`src/rtl/ternary_pkg.sv`:
```
// Shared definitions for the streaming ternary matrix-vector multiplier:
// weight encodings, FSM state types and the output clamp/wrap helper.
package ternary_pkg;

  localparam logic [1:0] W_ZERO    = 2'b00;
  localparam logic [1:0] W_POS     = 2'b01;
  localparam int         W_NEG_BIT = 1;

  typedef enum logic {ACCUM, FULL}  acc_state_e;
  typedef enum logic {EMPTY, DRAIN} bank_state_e;

  // Returns acc clamped to a bw-bit signed range when sat_en is set,
  // otherwise acc unchanged; the caller keeps the low bw bits.
  function automatic logic signed [63:0] sat_trunc(input logic signed [63:0] acc,
                                                   input logic sat_en,
                                                   input int bw);
    logic signed [63:0] hi;
    logic signed [63:0] lo;
    hi = (64'sd1 <<< (bw - 1)) - 64'sd1;
    lo = -(64'sd1 <<< (bw - 1));
    if (!sat_en)  return acc;
    if (acc > hi) return hi;
    if (acc < lo) return lo;
    return acc;
  endfunction

endpackage

```
`src/rtl/ternary_mvm_stream_lane_term.sv`:
```
// Combinational per-output term: sum over lanes of +x, -x or 0 selected by
// each lane's 2-bit ternary weight.
module ternary_lane_term
  import ternary_pkg::*;
#(
  parameter int LANES     = 2,
  parameter int BIT_WIDTH = 8,
  parameter int ACC_W     = 13
) (
  input  logic [LANES*BIT_WIDTH-1:0] data,
  input  logic [2*LANES-1:0]         w,
  output logic signed [ACC_W-1:0]    term
);

  always_comb begin
    // NOTE: term gets a value before the loop so no path leaves it unassigned
    // (no latch), and blocking '=' lets each lane see the running sum.
    term = '0;
    for (int k = 0; k < LANES; k++) begin
      if (w[2*k+W_NEG_BIT])
        term = term - ACC_W'(signed'(data[k*BIT_WIDTH +: BIT_WIDTH]));
      else if (w[2*k +: 2] == W_POS)
        term = term + ACC_W'(signed'(data[k*BIT_WIDTH +: BIT_WIDTH]));
    end
  end

endmodule

```
`src/rtl/ternary_mvm_stream.sv`:
```
// Streaming ternary matrix-vector multiplier: accumulates OUT_LEN dot products
// over IN_LEN/LANES beats, then drains them through a double-buffered bank.
module ternary_mvm_stream
  import ternary_pkg::*;
#(
  parameter int IN_LEN    = 16,
  parameter int OUT_LEN   = 8,
  parameter int BIT_WIDTH = 8,
  parameter int LANES     = 2
) (
  input  logic                          clk,
  input  logic                          rst,
  input  logic                          clear,
  input  logic                          sat_en,
  input  logic                          in_valid,
  output logic                          in_ready,
  input  logic [LANES*BIT_WIDTH-1:0]    in_data,
  input  logic [2*LANES*OUT_LEN-1:0]    in_w,
  output logic                          out_valid,
  input  logic                          out_ready,
  output logic [BIT_WIDTH-1:0]          out_data,
  output logic [$clog2(OUT_LEN)-1:0]    out_idx,
  output logic                          out_last
);

  localparam int BEATS = IN_LEN / LANES;
  localparam int ACC_W = BIT_WIDTH + $clog2(IN_LEN) + 1;
  localparam int CNT_W = (BEATS > 1) ? $clog2(BEATS) : 1;
  localparam int IDX_W = $clog2(OUT_LEN);

  acc_state_e              acc_state;
  bank_state_e             bank_state;
  logic [CNT_W-1:0]        beat_cnt;
  logic signed [ACC_W-1:0] acc       [OUT_LEN];
  logic signed [ACC_W-1:0] term      [OUT_LEN];
  logic [BIT_WIDTH-1:0]    bank      [OUT_LEN];
  logic [BIT_WIDTH-1:0]    bank_next [OUT_LEN];
  logic                    beat_fire;
  logic                    transfer;
  logic                    out_fire;

  // Weights arrive lane-major; regroup them so each term unit sees its column.
  for (genvar j = 0; j < OUT_LEN; j++) begin : g_out
    logic [2*LANES-1:0] w_col;
    for (genvar k = 0; k < LANES; k++) begin : g_lane
      assign w_col[2*k +: 2] = in_w[2*(k*OUT_LEN+j) +: 2];
    end
    ternary_lane_term #(
      .LANES     (LANES),
      .BIT_WIDTH (BIT_WIDTH),
      .ACC_W     (ACC_W)
    ) u_term (
      .data (in_data),
      .w    (w_col),
      .term (term[j])
    );
  end

  assign in_ready  = (acc_state == ACCUM) && !rst;
  assign beat_fire = in_valid && in_ready && !clear;
  assign transfer  = (acc_state == FULL) && (bank_state == EMPTY) && !clear;
  assign out_valid = (bank_state == DRAIN);
  assign out_fire  = out_valid && out_ready;
  assign out_last  = out_valid && (out_idx == IDX_W'(OUT_LEN - 1));
  assign out_data  = out_valid ? bank[out_idx] : '0;

  always_comb begin
    for (int j = 0; j < OUT_LEN; j++)
      bank_next[j] = BIT_WIDTH'(sat_trunc(64'(acc[j]), sat_en, BIT_WIDTH));
  end

  // NOTE: state registers use non-blocking '<=' so every flop samples the
  // pre-edge values regardless of statement order.
  always_ff @(posedge clk) begin
    if (rst) begin
      acc_state <= ACCUM;
      beat_cnt  <= '0;
      for (int j = 0; j < OUT_LEN; j++) acc[j] <= '0;
    end else if (clear) begin
      acc_state <= ACCUM;
      beat_cnt  <= '0;
    end else if (beat_fire) begin
      for (int j = 0; j < OUT_LEN; j++)
        acc[j] <= (beat_cnt == '0) ? term[j] : acc[j] + term[j];
      if (beat_cnt == CNT_W'(BEATS - 1)) begin
        beat_cnt  <= '0;
        acc_state <= FULL;
      end else begin
        beat_cnt <= beat_cnt + 1'b1;
      end
    end else if (transfer) begin
      acc_state <= ACCUM;
    end
  end

  always_ff @(posedge clk) begin
    if (rst) begin
      bank_state <= EMPTY;
      out_idx    <= '0;
    end else if (transfer) begin
      bank_state <= DRAIN;
      out_idx    <= '0;
    end else if (out_fire) begin
      if (out_last) begin
        bank_state <= EMPTY;
        out_idx    <= '0;
      end else begin
        out_idx <= out_idx + 1'b1;
      end
    end
  end

  // NOTE: the bank is storage only; out_data is masked while EMPTY, so it
  // needs no reset.
  always_ff @(posedge clk) begin
    if (!rst && transfer)
      for (int j = 0; j < OUT_LEN; j++) bank[j] <= bank_next[j];
  end

endmodule

```
`config.mk`:
```
export PLATFORM = sky130hd
export DESIGN_NAME = ternary_mvm_stream
export DESIGN_NICKNAME = d
export VERILOG_FILES = /design/src/rtl/ternary_pkg.sv /design/src/rtl/ternary_mvm_stream_lane_term.sv /design/src/rtl/ternary_mvm_stream.sv
export SDC_FILE = /design/constraint.sdc
export NUM_CORES = 1
export LEC_CHECK = 0
export CORE_ASPECT_RATIO = 2
export CORE_MARGIN = 3
export CORE_UTILIZATION = 60
export DETAILED_ROUTE_END_ITERATION = 16
export PLACE_DENSITY = 0.78
export SLEW_MARGIN = 20
export SYNTH_ARGS = -nofsm -noshare
export SYNTH_HDL_FRONTEND = slang
export SYNTH_HIERARCHICAL = 1
export SYNTH_SLANG_ARGS = --single-unit
```
`constraint.sdc`:
```
create_clock -name clk -period 5.57 [get_ports clk]
set_clock_uncertainty 0.05 [all_clocks]
set_input_delay 0.8355 -clock clk [delete_from_list [all_inputs] [get_ports clk]]
set_output_delay 0.8355 -clock clk [all_outputs]
set_load 0.02 [all_outputs]
```
* After elaboration in Yosys (flattened, before gate mapping)
Memory sizes are Yosys's and may differ from the RTL's. A register that Yosys moved wholly into a read port is not among the register bits.
Cells that the tools add are included.
** Operators by class
- $add $sub $neg :: 27
- $lt $le $gt $ge :: 16
- Eq/ne operators :: 19
- Muxes and demuxes :: 155
- Bitwise logic cells :: 10
- Reductions and logical operators :: 18
** Operators with widths (count)
- 13-bit 2-to-1 mux :: 48
- 8-bit 2-to-1 mux :: 49
- 13-bit adder :: 8
- 13-bit by 8-bit adder with 13-bit output :: 8
- 13-bit by 8-bit > comparator with 1-bit output (second input constant) :: 8
- 13-bit by 8-bit < comparator with 1-bit output (second input constant) :: 8
- 13-bit by 8-bit subtractor with 13-bit output :: 8
- 1-bit 2-to-1 mux :: 54
- 2-bit by 1-bit equality test with 1-bit output (second input constant) :: 16
- 3-bit 2-to-1 mux :: 4
- 1-bit by 8-bit subtractor with 9-bit output (first input constant) :: 1
- 1-bit logical AND :: 8
- 1-bit bitwise OR :: 8
- 3-bit by 1-bit adder with 3-bit output (second input constant) :: 2
- 3-bit equality test (second input constant) :: 2
- 2-bit nonzero test :: 3
- 2-bit AND reduction :: 2
- 2-bit OR reduction :: 2
- 3-bit logical NOT :: 1
- 1-bit logical NOT :: 2
- 2-bit by 1-bit inequality test with 1-bit output (second input constant) :: 1
- 1-bit inverter :: 2
** Word-level totals
- Register bits :: 8
- Memory bits (writable) :: 168
- Bits of input ports :: 54
- Output and inout port bits :: 14
- Word-level logic and storage cells :: 251
- Memories :: 2
** Memory list
- acc :: words 8, width 13, rd ports 8, clocked after Yosys merged registers in 0, wr ports 8, line ternary_mvm_stream.sv:34 : logic signed [ACC_W-1:0] acc [OUT_LEN];
- bank :: words 8, width 8, rd ports 1, clocked after Yosys merged registers in 1, wr ports 8, line ternary_mvm_stream.sv:36 : logic [BIT_WIDTH-1:0] bank [OUT_LEN];

* Depth between registers and ports, before layout
- Depth in word-level cells :: 9
- Mapped depth :: 22
- Gate-level depth less buffers :: 21

* Modules after synthesis
Netlist, hierarchy kept.
** Modules (own cells, without submodules)
- ternary_mvm_stream :: times used 1, cells each 1301, area an instance 12776.0 sq um, sequential area each 5265.0 sq um
- ternary_lane_term (g_out[1].u_term ...) :: times used 6, cells each 180, area an instance 1206.2 sq um, sequential area each 0.0 sq um
- ternary_lane_term (g_out[0].u_term ...) :: times used 2, cells each 197, area an instance 1277.5 sq um, sequential area each 0.0 sq um

* Worst setup path before layout
OpenSTA, ideal clock, no wires.
- Path kind :: input to register
- Start :: in in_data[0]
- End :: mem acc[4][12] (netlist: acc[1][12]), data pin
- Library setup time :: 266 ps
- Data arrival time :: 4865 ps
- Required time :: 5254 ps
- Path slack :: 390 ps
- Stages :: 20
- Buffers on the path :: 0
- Cell sequence :: inv_1 > ha_1 > or3b_2 > nor3_1 > nor3_1 > a21o_1 > ha_1 > or4_1 > o22a_2 > a2111oi_4 > nor2_2 > a211oi_1 > ha_1 > a21o_1 > a21oi_1 > nor2b_1 > o311ai_0 > o311ai_1 > xnor2_1 > nor2_1
** RTL lines
- start, declared :: line ternary_mvm_stream.sv:17 : input logic [LANES*BIT_WIDTH-1:0] in_data,
- end, declared :: line ternary_mvm_stream.sv:34

==> tab_implementation.tex <==
\begin{tabular}{lr}
\hline
Metric & Value \\
\hline
\multicolumn{2}{l}{\textbf{Detailed routing}} \\
\quad Drt total wl & between 70000 and 80000 um \\
\quad First DRT Iteration DRCs & 1888 \\
\quad \# DRC & 0 \\
\quad Vias per std cell & 6.56 \\
\quad Average detailed-routed wire length per instance & 21.7 um \\
\quad ANT nets after route & 0 \\
\quad Vias post-DR & 23711 \\
\quad First-pass detailed-route iteration total & 6 \\
\multicolumn{2}{l}{\textbf{Yosys}} \\
\quad Async set-reset flop share out of synthesis & 0 \\
\quad Post-synthesis instance area & around 23000 sq um \\
\quad Xor and xnor area share after synthesis & 0.0415 \\
\quad Mean cell area of the mapped netlist & 8.13 sq um \\
\quad Number of standard cells after synthesis & 2775 \\
\quad Area fraction of the dominant cell type after synthesis & 0.224 \\
\quad Commonest cells in the netlist & sky130\_fd\_sc\_hd\_\_nand2\_1, sky130\_fd\_sc\_hd\_\_ha\_1, sky130\_fd\_sc\_hd\_\_o21ai\_0, sky130\_fd\_sc\_hd\_\_a21oi\_1, sky130\_fd\_sc\_hd\_\_nor2\_1 \\
\quad Count of distinct cell types in the synthesized netlist & 86 \\
\quad Adder-cell area share of the yosys netlist & 0.166 \\
\quad Most area-hungry cell type in the Yosys netlist & sky130\_fd\_sc\_hd\_\_edfxtp\_1 \\
\quad Main combinational cell family by area after synthesis & compound AO/OA/AOI/OAI gates \\
\quad Count of synthesis-stage warnings from yosys & 6 \\
\quad Multiplexer fraction of the synthesized cell area & 0.0296 \\
\quad Top post-synthesis cells by area & sky130\_fd\_sc\_hd\_\_edfxtp\_1, sky130\_fd\_sc\_hd\_\_ha\_1, sky130\_fd\_sc\_hd\_\_nand2\_1 \\
\quad Share of synthesized area occupied by flip-flops and latches & 0.233 \\
\quad Compound-gate portion of the synthesized area & 0.258 \\
\quad Main synth FF type & sky130\_fd\_sc\_hd\_\_edfxtp\_1 \\
\quad Library cell with the highest instance count after synthesis & sky130\_fd\_sc\_hd\_\_nand2\_1 \\
\quad Post-Syn Nets & roughly 3100 \\
\quad Number of synthesized register bits & 179 \\
\quad Post-synthesis simple-gate area fraction & 0.224 \\
\quad Number of synthesized flops with an enable pin & 168 \\
\multicolumn{2}{l}{\textbf{Placed design}} \\
\quad Cell total after placement & 3582 \\
\quad RD Place Congestion & about 1.0 \\
\quad Port bufs & 67 \\
\quad Instance area at placement & 26300 sq um \\
\quad Post-placement worst setup slack & -0.369 ns \\
\quad DP Wirelength & 60400 um \\
\multicolumn{2}{l}{\textbf{Global route}} \\
\quad Total grt overflow & 0 \\
\quad Wire length of the first global-routing pass & 122000 um \\
\quad GRT Resource Usage Total & 0.387 \\
\quad Number of global-route vias before repair & 23789 \\
\quad Antenna violations before repair & 0 \\
\quad Pin count of the biggest net entering global routing & 67 \\
\multicolumn{2}{l}{\textbf{Timing}} \\
\quad Top achievable clock speed & 0.187 GHz \\
\quad \# setup viols final & 0 \\
\quad Slack of the critical path & $\sim$0.23 ns \\
\quad Crit share post-route & 0.960 \\
\quad Min Clock Period, post-route & 5.34 ns \\
\quad Number of failing hold endpoints at the final stage & 0 \\
\quad Max-slew violation total from the final report & 0 \\
\quad Worst Max-Slew Pin Slew & 0.831 ns \\
\quad Normalized max-slew margin & 0.446 \\
\quad Final total negative setup slack & 0 ns \\
\quad Worst hold slack after final layout & 0.517 ns \\
\multicolumn{2}{l}{\textbf{Critical path}} \\
\quad Critical Path Fanout Max & 13 \\
\quad Critical path capture point type & flop \\
\quad Worst setup path category & input port to flop \\
\quad Worst path arrival time & between 5 and 6 ns \\
\quad CP Data Required Time & 5.75 ns \\
\quad Startpoint types & input port \\
\multicolumn{2}{l}{\textbf{Job}} \\
\quad Number of violations of the max-capacitance limit & 0 \\
\multicolumn{2}{l}{\textbf{Die}} \\
\quad Die outline width & 143 um \\
\quad Effective utilization at floorplan & 0.613 \\
\quad Standard-cell rows & just under 100 \\
\quad I/O pin count & 68 \\
\quad DIE AREA & 40100 sq um \\
\quad Y dimension of the die & 280 um \\
\quad Total core area & about 37000 sq um \\
\multicolumn{2}{l}{\textbf{Layout}} \\
\quad Final Util & 0.736 \\
\quad Final instance area & 27100 sq um \\
\quad Non-Filler Instances & $\sim$3600 \\
\quad Fin nets & around 3500 \\
\quad Proportion of layout cells with a drive suffix above 1 & 0.175 \\
\quad Count of filler cells inserted in the layout & 2865 \\
\quad Layout-stage area growth over the synthesis result & 19.9\% \\
\multicolumn{2}{l}{\textbf{Clock tree}} \\
\quad Clk Tree Root Cell & sky130\_fd\_sc\_hd\_\_clkbuf\_16 \\
\quad Max clock buf depth & 2 \\
\quad Clock tree from TritonCTS & done \\
\quad Clock-pin slew reported for the worst setup and hold paths after clock tree synthesis & 0.08 ns \\
\quad CTS HTree Levels & 4 \\
\quad Number of buffers created by CTS & 17 \\
\quad Number of buffers added for setup after CTS & 0 \\
\quad Clock sink count & 179 \\
\quad Clock network latency to the later pin of the worst-skew pair & 0.47 ns \\
\multicolumn{2}{l}{\textbf{Power}} \\
\quad Worst IR drop on VDD & roughly 0.20 mV \\
\quad Pwr dens & 234 nW/um\^{}2 \\
\quad Leak & 12.3 nW \\
\quad Total power & 6.33 mW \\
\multicolumn{2}{l}{\textbf{Min path}} \\
\quad Hold Crit Class & flop to flop \\
\multicolumn{2}{l}{\textbf{Outcome}} \\
\quad Status & finished clean \\
\hline
\end{tabular}
-- power breakdown --
group | switching [mW] | internal, mW
Combinational | 1.86 | 1.54
Clock | 0.643 | 0.647
Sequential | 0.0708 | 1.56
Total | 2.57 | 3.75
-- logic make-up after synthesis --
family | Yosys count
adders and majority gates | 285
and+or+nand+nor | 1044
DFF | 179
buffers and inverters | 250
AOI/OAI and AO/OA | 865
xor gates and xnor gates | 107
muxes | 45
-- repair_timing --
item / 4_1_cts / 5_1_grt
hold buffers: 0 / 0
endpoints found under the setup margin: 0 / 23
gates resized for setup: 0 / 32
-- area by class of cell --
| cell class | count | area (sq um) | area share |
|---|---|---|---|
| diodes | 1 | 2.50 | 0.0000925 |
| clock buffers | 17 | 425 | 0.0157 |
| clock inverters | 15 | 180 | 0.00666 |
| inverters | 161 | 604 | 0.0223 |
| multi-input cells | 2346 | 16400 | 0.606 |
| flip-flops and latches | 179 | 5270 | 0.195 |
| well taps | 454 | 568 | 0.0210 |
| repair buffers | 442 | 3610 | 0.134 |
-- path summary, 6_finish.rpt --
kind                       to  slack [ns]        start  depth (start not counted)
setup / recovery   acc[1][36]        0.23   in_data[0]                         23
hold / removal    beat_cnt[1]        0.52  beat_cnt[1]                          2
setup reg to reg   acc[1][25]        2.48  beat_cnt[0]                          9
hold reg to reg   beat_cnt[1]        0.52  beat_cnt[1]                          2
-- sequential cells by signal, indices dropped and copies added, names as in the netlist, named ones only --
signal,cells
acc,104
acc_state,1
bank,64
beat_cnt,3
out_idx,3
out_valid,1
-- routing by layer --
metal  vias to the layer above  global-route usage  wire length, um
met2                      1121               0.704            40200
met4                         0               0.294             7400
met5                         -                   0                0
met1                     11185               0.386            26600
met3                       432              0.0565             4220
li1                      10973                   -                -
-- critical path, stage by stage --
cell and delay, ns:
sky130_fd_sc_hd__buf_2 0.19, sky130_fd_sc_hd__buf_4 0.23, sky130_fd_sc_hd__inv_1 0.07, sky130_fd_sc_hd__ha_1 0.17, sky130_fd_sc_hd__or3b_1 0.42, sky130_fd_sc_hd__buf_4 0.17
sky130_fd_sc_hd__nor4_1 0.20, sky130_fd_sc_hd__o21ai_0 0.13, sky130_fd_sc_hd__o21ai_1 0.18, sky130_fd_sc_hd__ha_1 0.30, sky130_fd_sc_hd__a311oi_1 0.22, sky130_fd_sc_hd__buf_4 0.16
sky130_fd_sc_hd__nor2_1 0.04, sky130_fd_sc_hd__xnor2_1 0.12, sky130_fd_sc_hd__a221oi_1 0.39, sky130_fd_sc_hd__buf_4 0.20, sky130_fd_sc_hd__ha_1 0.24, sky130_fd_sc_hd__and2_1 0.19
sky130_fd_sc_hd__a221oi_4 0.39, sky130_fd_sc_hd__nor2b_1 0.09, sky130_fd_sc_hd__o21ai_1 0.19, sky130_fd_sc_hd__nor4_1 0.07, sky130_fd_sc_hd__a211o_1 0.27
-- cell usage in the layout (no fill, tap or decap), drive strengths merged, types with 16 or more instances in the layout --
cell and n:
nor2b 58, inv 165, nand2b 24, o31ai 25, a21o 94, clkbuf 17
clkdlybuf4s50 62, edfxtp 168, a211oi 26, o22ai 18, buf 380, ha 261
fa 24, o21ai 248, o21bai 26, nand3 45, a211o 30, nand4 20
a31oi 28, a221oi 35, or3 29, o211ai 22, or4 18, xnor2 89
a21oi 201, and2b 18, nor4 20, nor2 178, nor3 59, nand3b 20
and2 18, xor2 18, nand2 455, mux4 16, and3 21
Power figures use the tool's default switching activity.
